`src/rtl/serial_word_deser.sv`:
```
// Serial-to-parallel word deserialiser.
// Assembles a framed 1-bit stream into N-bit raw words and presents them
// through a 1-entry valid/ready holding buffer. A word that completes while
// the buffer is still full is dropped, and the sticky overrun flag is set.
module serial_word_deser #(
  parameter int N         = 12,
  parameter bit MSB_FIRST = 1'b1
) (
  input  logic         i_clk,
  input  logic         i_rst_n,
  input  logic         i_bit_valid,
  input  logic         i_bit,
  input  logic         i_sof,
  output logic [N-1:0] o_data,
  output logic         o_valid,
  input  logic         i_ready,
  output logic         o_busy,
  output logic         o_overrun
);

  localparam int CW = (N > 2) ? $clog2(N) : 1;

  typedef enum logic {IDLE, SHIFT} state_t;

  state_t          state_q;
  logic [CW-1:0]   cnt_q;
  // Only N-1 bits of partial word are stored; the Nth bit goes straight to o_data.
  logic [N-2:0]    sr_q;
  logic [N-1:0]    data_q;
  logic            valid_q;
  logic            ovr_q;

  logic [N-2:0]    sr_in;
  logic [N-1:0]    word_full;
  logic [N-2:0]    sr_d;
  logic            slot_free;

  // Shift datapath. A start-of-frame bit shifts into an all-zero register, so a
  // fresh frame and a resync use the same path as an ordinary bit.
  always_comb begin
    sr_in     = (state_q == SHIFT && !i_sof) ? sr_q : '0;
    word_full = MSB_FIRST ? {sr_in, i_bit} : {i_bit, sr_in};
    sr_d      = MSB_FIRST ? word_full[N-2:0] : word_full[N-1:1];
    slot_free = !valid_q || i_ready;
  end

  // Frame FSM, bit counter and output holding buffer.
  always_ff @(posedge i_clk or negedge i_rst_n) begin
    if (!i_rst_n) begin
      state_q <= IDLE;
      cnt_q   <= '0;
      sr_q    <= '0;
      data_q  <= '0;
      valid_q <= 1'b0;
      ovr_q   <= 1'b0;
    end else begin
      // Consumption; a word completing on this same edge overrides below.
      if (valid_q && i_ready) valid_q <= 1'b0;

      if (i_bit_valid) begin
        if (i_sof) begin
          // New frame, or resync that discards any partial word.
          state_q <= SHIFT;
          cnt_q   <= CW'(1);
          sr_q    <= sr_d;
        end else if (state_q == SHIFT) begin
          if (cnt_q == CW'(N-1)) begin
            state_q <= IDLE;
            cnt_q   <= '0;
            if (slot_free) begin
              data_q  <= word_full;
              valid_q <= 1'b1;
            end else begin
              ovr_q   <= 1'b1;
            end
          end else begin
            sr_q  <= sr_d;
            cnt_q <= cnt_q + CW'(1);
          end
        end
      end
    end
  end

  assign o_data    = data_q;
  assign o_valid   = valid_q;
  assign o_overrun = ovr_q;
  assign o_busy    = (state_q == SHIFT);

endmodule

```
`config.mk`:
```
export PLATFORM = sky130hd
export DESIGN_NAME = serial_word_deser
export DESIGN_NICKNAME = d
export VERILOG_FILES = /design/src/rtl/serial_word_deser.sv
export SDC_FILE = /design/constraint.sdc
export NUM_CORES = 1
export LEC_CHECK = 0
export CORE_ASPECT_RATIO = 0.5
export CORE_MARGIN = 2
export CORE_UTILIZATION = 25
export CTS_CLUSTER_DIAMETER = 50
export DETAILED_ROUTE_END_ITERATION = 10
export MAX_ROUTING_LAYER = met4
export SYNTH_ARGS = -nofsm -noshare
export SYNTH_HDL_FRONTEND = slang
export SYNTH_SLANG_ARGS = --single-unit
```
`constraint.sdc`:
```
create_clock -name i_clk -period 3.11 [get_ports i_clk]
set_clock_uncertainty 0.05 [all_clocks]
set_input_delay 0.4665 -clock i_clk [delete_from_list [all_inputs] [get_ports i_clk]]
set_output_delay 0.4665 -clock i_clk [all_outputs]
set_load 0.005 [all_outputs]
```
==> flow_summary_export.csv, run 1 <==
group,metric,value,unit
place,gp_congestion,0.776,
die,core,5440,um2
cts,clkTransAtPathRegs,0.06,ns
yosys,async_flop_share,100,%
drt,drtIter0Drc,31,
die,start_util,25.6,%
finish,nNetsFinal,129,
yosys,yosys-top-cells-count,"dfrtp_1 (30), mux2_4 (17), and2_1 (10)",
setup_path,cp_data_required_time,3.22,ns
drt,wirelength,2290,um
yosys,ys.flop_type,"dfrtp_1",
setup_path,worstSetupEndpointType,"flop",
setup_path,cp.arrival,2.22,ns
timing,timing.final.crit_share,67.9,%
cts,cts_resized,0,
cts,cts_setup_buffers,0,
finish,synthToLayoutAreaGrowth,27.2,%
drt,drc,0,
power,p_leak,0.802,nW
timing,hold_viol,0,
setup_path,critPathLaunchType,"input pin",
setup_path,crit_chain,"clkdlybuf4s50_1 > inv_1 > a311oi_4 > buf_4 > mux2_4",
yosys,yosysMostFrequentCell,"dfrtp_1",
outcome,status,"complete, no violations",
run,cap_violations,0,
timing,max_freq,473,MHz
power,ir_drop,0.202,mV
min_path,hp-class,"flop to flop",
timing,slew_violations,0,
die,dieWidth,110,um
global_route,grt_usage,8.26,%
place,dp_hpwl,1570,um
drt,ant_nets,0,
cts,cts_made_buffers,5,
global_route,grt_max_degree,31,
timing,tightest_slew,0.766,ns
setup_path,crit_fanout,7,
finish,layout-drive-gt1-share,29.5,%
cts,htreeDepth,2,
place,numPortBuffers,20,
drt,drt_first_pass_iters,4,
finish,insertedDiodeCount,0,
die,io_pins,21,
timing,rsz0062_at_grt,"no",
yosys,synth_edf_count,0,
finish,fin_cells,195,
yosys,yosysTopAreaCell,"dfrtp_1",
cts,hold_buffers,0,
die,die_h,56.8,um
global_route,overflow,0,
yosys,ys_warn_count,0,
yosys,ys_seq_area_share,53.8,%
setup_path,cp_slowest_stage_delay,0.57,ns
yosys,avgSynthCellArea,14.5,um2
global_route,antenna_found_initial,0,
timing,tns,0,ns
finish,fillers,516,
yosys,ys_ff_latch,30,
drt,wl_per_cell,11.7,um
yosys,synth.top_cell.area_share,53.8,%
global_route,grt_pass1_wl,3880,um
yosys,synth_area_leaders,"dfrtp_1 (54%), mux2_4 (18%), mux2_2 (4.8%)",
die,die-area,6230,um2
drt,via_per_inst,4.16,
drt,vias,811,
power,power_density,539,nW/um2
setup_path,crit_path_top_delay_cell,"clkdlybuf4s50_1",
timing,slew_headroom,48.8,%
cts,cts_tree,"done",
die,rows,19,
cts,cts_root_buf,"clkbuf_8",
global_route,grt_pass1_vias,814,
cts,clock-sinks,30,
timing,period_minus_slack,2.11,ns
yosys,syn_area,1400,um2
setup_path,crit_type,"input pin to flop",
cts,insertion_delay,0.27,ns
yosys,synth.distinct_cells,29,
timing,setup_viol_count_final,0,
yosys,synth_fp_nets,103,
yosys,synth_cells,96,
cts,ctsLongestPathBuffers,2,
place,dpl.cell_count,188,
## per-stage QoR
| stage | worst slack (ns) | hold slack [ns] | area, um2 | utilization [%] | power, W |
|---|---|---|---|---|---|
| 4_1_cts | 1.00 | 0.433 | 1770 | 32.6 | 0.000970 |
| 3_3_place_gp | 0.711 | 0.411 | 1660 | 30.5 | 0.000572 |
| 5_1_grt | 0.920 | 0.453 | 1770 | 32.6 | 0.000996 |
| 3_5_place_dp | 0.715 | 0.419 | 1660 | 30.5 | 0.000573 |
| 2_1_floorplan | 1.32 | 0.121 | 1400 | - | 0.000525 |
| 6_report | 0.997 | 0.424 | 1770 | 32.6 | 0.000957 |
## layout by cell type (no fill, tap or decap), types with 2 or more instances in the layout
cell type and instances:
mux2_4 17, nand2_1 4, nor2b_1 2, clkdlybuf4s50_1 20, dfrtp_1 30, and2_1 10, o2bb2ai_1 2, mux2_2 6
clkbuf_8 6, buf_4 2, inv_1 4
## power by group
part	internal, W	switching, W	leakage [nW]	total, W
logic	0.0000650	0.0000530	0.342	0.000118
clock network	0.000256	0.000137	0.0573	0.000393
registers	0.000419	0.0000276	0.403	0.000447
## registers in the layout, summed over array words and instances, names as in the netlist
name	cells
o_overrun	1
sr_q	11
o_busy	1
o_data	12
cnt_q	4
o_valid	1
## worst paths after layout
check,depth (start not counted),slack [ns],endpoint,start
worst max-delay path,5,1.0,sr_q[6]$_DFFE_PN0P_,i_bit_valid
worst min-delay path,1,0.42,o_overrun$_DFFE_PN0P_,o_overrun$_DFFE_PN0P_
worst max register to register,5,1.04,sr_q[6]$_DFFE_PN0P_,cnt_q[0]$_DFFE_PN0P_
worst min register to register,1,0.42,o_overrun$_DFFE_PN0P_,o_overrun$_DFFE_PN0P_
max in group asynchronous,2,2.20,cnt_q[1]$_DFFE_PN0P_,i_rst_n
min in group asynchronous,2,0.53,sr_q[5]$_DFFE_PN0P_,i_rst_n
## cell type report
type | instances | area, um2 | share of cell area (%)
tap | 73 | 91.3 | 5.15
multi-input combinational | 59 | 589 | 33.2
clock buffer | 6 | 82.6 | 4.65
sequential | 30 | 751 | 42.3
inverter | 4 | 15.0 | 0.846
timing repair buffer | 22 | 215 | 12.1
clock inverter | 1 | 30.0 | 1.69
## critical path: cells and delay by family
kind | cells | cell delay [ns]
mux | 1 | 0.31
buf+inv | 3 | 1.01
compound gates | 1 | 0.44
## logic make-up after synthesis
logic type,synth area share [%]
flops,53.8
simple gates,11.2
mux,23.9
compound gates,6.28
buf+inv,3.95
fa+ha+maj,0.897
## per-layer routing
layer,up-vias,share of wire [%],global-route usage [%]
met5,-,0,-
met4,0,1.3,2.71
met3,4,3.0,3.25
met2,9,46,11.8
met1,411,50,10.7
li1,387,-,-
No activity file was read; power rests on OpenSTA's default activity.
==> run 2: changes to the inputs <==
- clock period: 3.11 -> 2.09 ns (I/O delays scaled with it)
==> run 2 against run 1 <==
  * Sequential power increased by 49%
  * Utilization increased by 0.46 points
  * Global-route usage increased by 1.0 points
  * Sequential cell count unchanged
  * Die area unchanged
  * Wire length increased by 3.4%
  * Sequential share of layout area decreased by 0.59 points
  * Largest power group unchanged
==> flow_summary_export.csv, run 2 (same netlist as run 1, synthesis figures left out) <==
group,metric,value,unit
die,start_util,25.6,%
drt,vias,795,
finish,synthToLayoutAreaGrowth,29.0,%
timing,hold_viol,0,
timing,tns,0,ns
cts,htreeDepth,2,
finish,insertedDiodeCount,0,
timing,holdWs,0.376,ns
cts,cts_made_buffers,5,
place,gp_congestion,0.733,
outcome,status,"complete, no violations",
timing,slew_headroom,75.5,%
setup_path,worstSetupEndpointType,"flop",
global_route,antenna_found_initial,0,
cts,clock-sinks,30,
cts,cts_setup_buffers,0,
drt,via_per_inst,3.98,
power,ir_drop,0.222,mV
setup_path,crit_path_top_delay_cell,"dfrtp_1",
finish,finalInstanceArea,1800,um2
run,cap_violations,0,
drt,wl_per_cell,11.8,um
finish,layout_commonest_cell,"dfrtp_1",
drt,wirelength,2370,um
global_route,grt_pass1_wl,4220,um
timing,timing.final.crit_share,88.9,%
min_path,hp-class,"input pin to async pin",
place,place_area,1700,um2
timing,setup_viol_count_final,0,
drt,drtIter0Drc,27,
die,rows,19,
finish,most-common-layout-cells,"dfrtp_1 (30), clkdlybuf4s50_1 (20), mux2_4 (17)",
finish,fillers,533,
die,io_pins,21,
place,dp_slack,0.0524,ns
setup_path,crit_fanout,8,
timing,period_minus_slack,1.86,ns
power,power_density,739,nW/um2
drt,ant_nets,0,
cts,cts_resized,0,
cts,insertion_delay,0.27,ns
cts,cts_tree,"done",
power,finalPower,0.00133,W
finish,multi_input_area,589,um2
die,dieWidth,110,um
setup_path,crit_type,"flop to flop",
place,numPortBuffers,20,
timing,tightest_slew,0.367,ns
setup_path,critPathLaunchType,"flop",
die,die-area,6230,um2
cts,ctsLongestPathBuffers,2,
global_route,grt_max_degree,31,
finish,largest_register_ffs,12,
drt,drc,0,
finish,seqCellArea,751,um2
die,die_h,56.8,um
drt,drt_first_pass_iters,3,
setup_path,cp_slowest_stage_delay,0.41,ns
global_route,grt_pass1_vias,888,
timing,max_freq,538,MHz
cts,clkTransAtPathRegs,0.06,ns
power,p_leak,0.816,nW
setup_path,crit_chain,"ha_1 > nor2b_2 > a311oi_4 > buf_4 > mux2_2",
timing,fin_ws,0.231,ns
timing,rsz0062_at_grt,"no",
global_route,overflow,0,
cts,hold_buffers,0,
cts,cts_root_buf,"clkbuf_8",
global_route,grt_usage,9.29,%
setup_path,cp.arrival,1.97,ns
timing,slew_violations,0,
finish,layout-drive-gt1-share,32.3,%
finish,nNetsFinal,133,
place,dp_hpwl,1710,um
setup_path,cp_data_required_time,2.20,ns
die,core,5440,um2
-- run 2: power breakdown --
| part | leakage [nW] | total [W] | internal, W | switching [W] |
|---|---|---|---|---|
| clock network | 0.0472 | 0.000483 | 0.000264 | 0.000218 |
| logic | 0.366 | 0.000183 | 0.000103 | 0.0000804 |
| registers | 0.403 | 0.000664 | 0.000623 | 0.0000409 |
-- run 2: cell type report --
cell class,count,area share (%)
Clock buffer,6,4.59
Inverter,4,0.834
Timing Repair Buffer,26,14.3
Clock inverter,2,0.695
Multi-Input combinational cell,59,32.8
Tap cell,73,5.08
Sequential cell,30,41.7
-- run 2: final timing paths --
path / start / end / slack [ns] / cells past startpoint
worst max-delay path: cnt_q[0]$_DFFE_PN0P_ / sr_q[1]$_DFFE_PN0P_ / 0.23 / 5
worst max register to register: cnt_q[0]$_DFFE_PN0P_ / sr_q[1]$_DFFE_PN0P_ / 0.23 / 5
worst min register to register: o_overrun$_DFFE_PN0P_ / o_overrun$_DFFE_PN0P_ / 0.44 / 1
max in group asynchronous: i_rst_n / sr_q[1]$_DFFE_PN0P_ / 1.34 / 2
worst min-delay path: i_rst_n / cnt_q[1]$_DFFE_PN0P_ / 0.38 / 2
min in group i_clk: o_overrun$_DFFE_PN0P_ / o_overrun$_DFFE_PN0P_ / 0.44 / 1
-- run 2: per-stage QoR --
step | cells | utilization, %
3_3_place_gp | 192 | 31.3
2_1_floorplan | 96 | -
5_1_grt | 200 | 33.0
4_1_cts | 200 | 33.0
6_report | 200 | 33.0
3_5_place_dp | 192 | 31.3
-- run 2: worst max-delay path: cells and delay by family, from the launching register on --
family / cells / cell delay (ns)
mux: 1 / 0.34
simple gates: 1 / 0.19
buf+inv: 1 / 0.23
compound gates: 1 / 0.30
flops: 1 / 0.41
fa+ha+maj: 1 / 0.23
-- run 2: metal layers --
metal  share of wire (%)  GRT usage, %
met5                   0             -
met4                 1.1          4.88
met3                 2.9          2.90
met2                  48          14.4
met1                  48          10.9
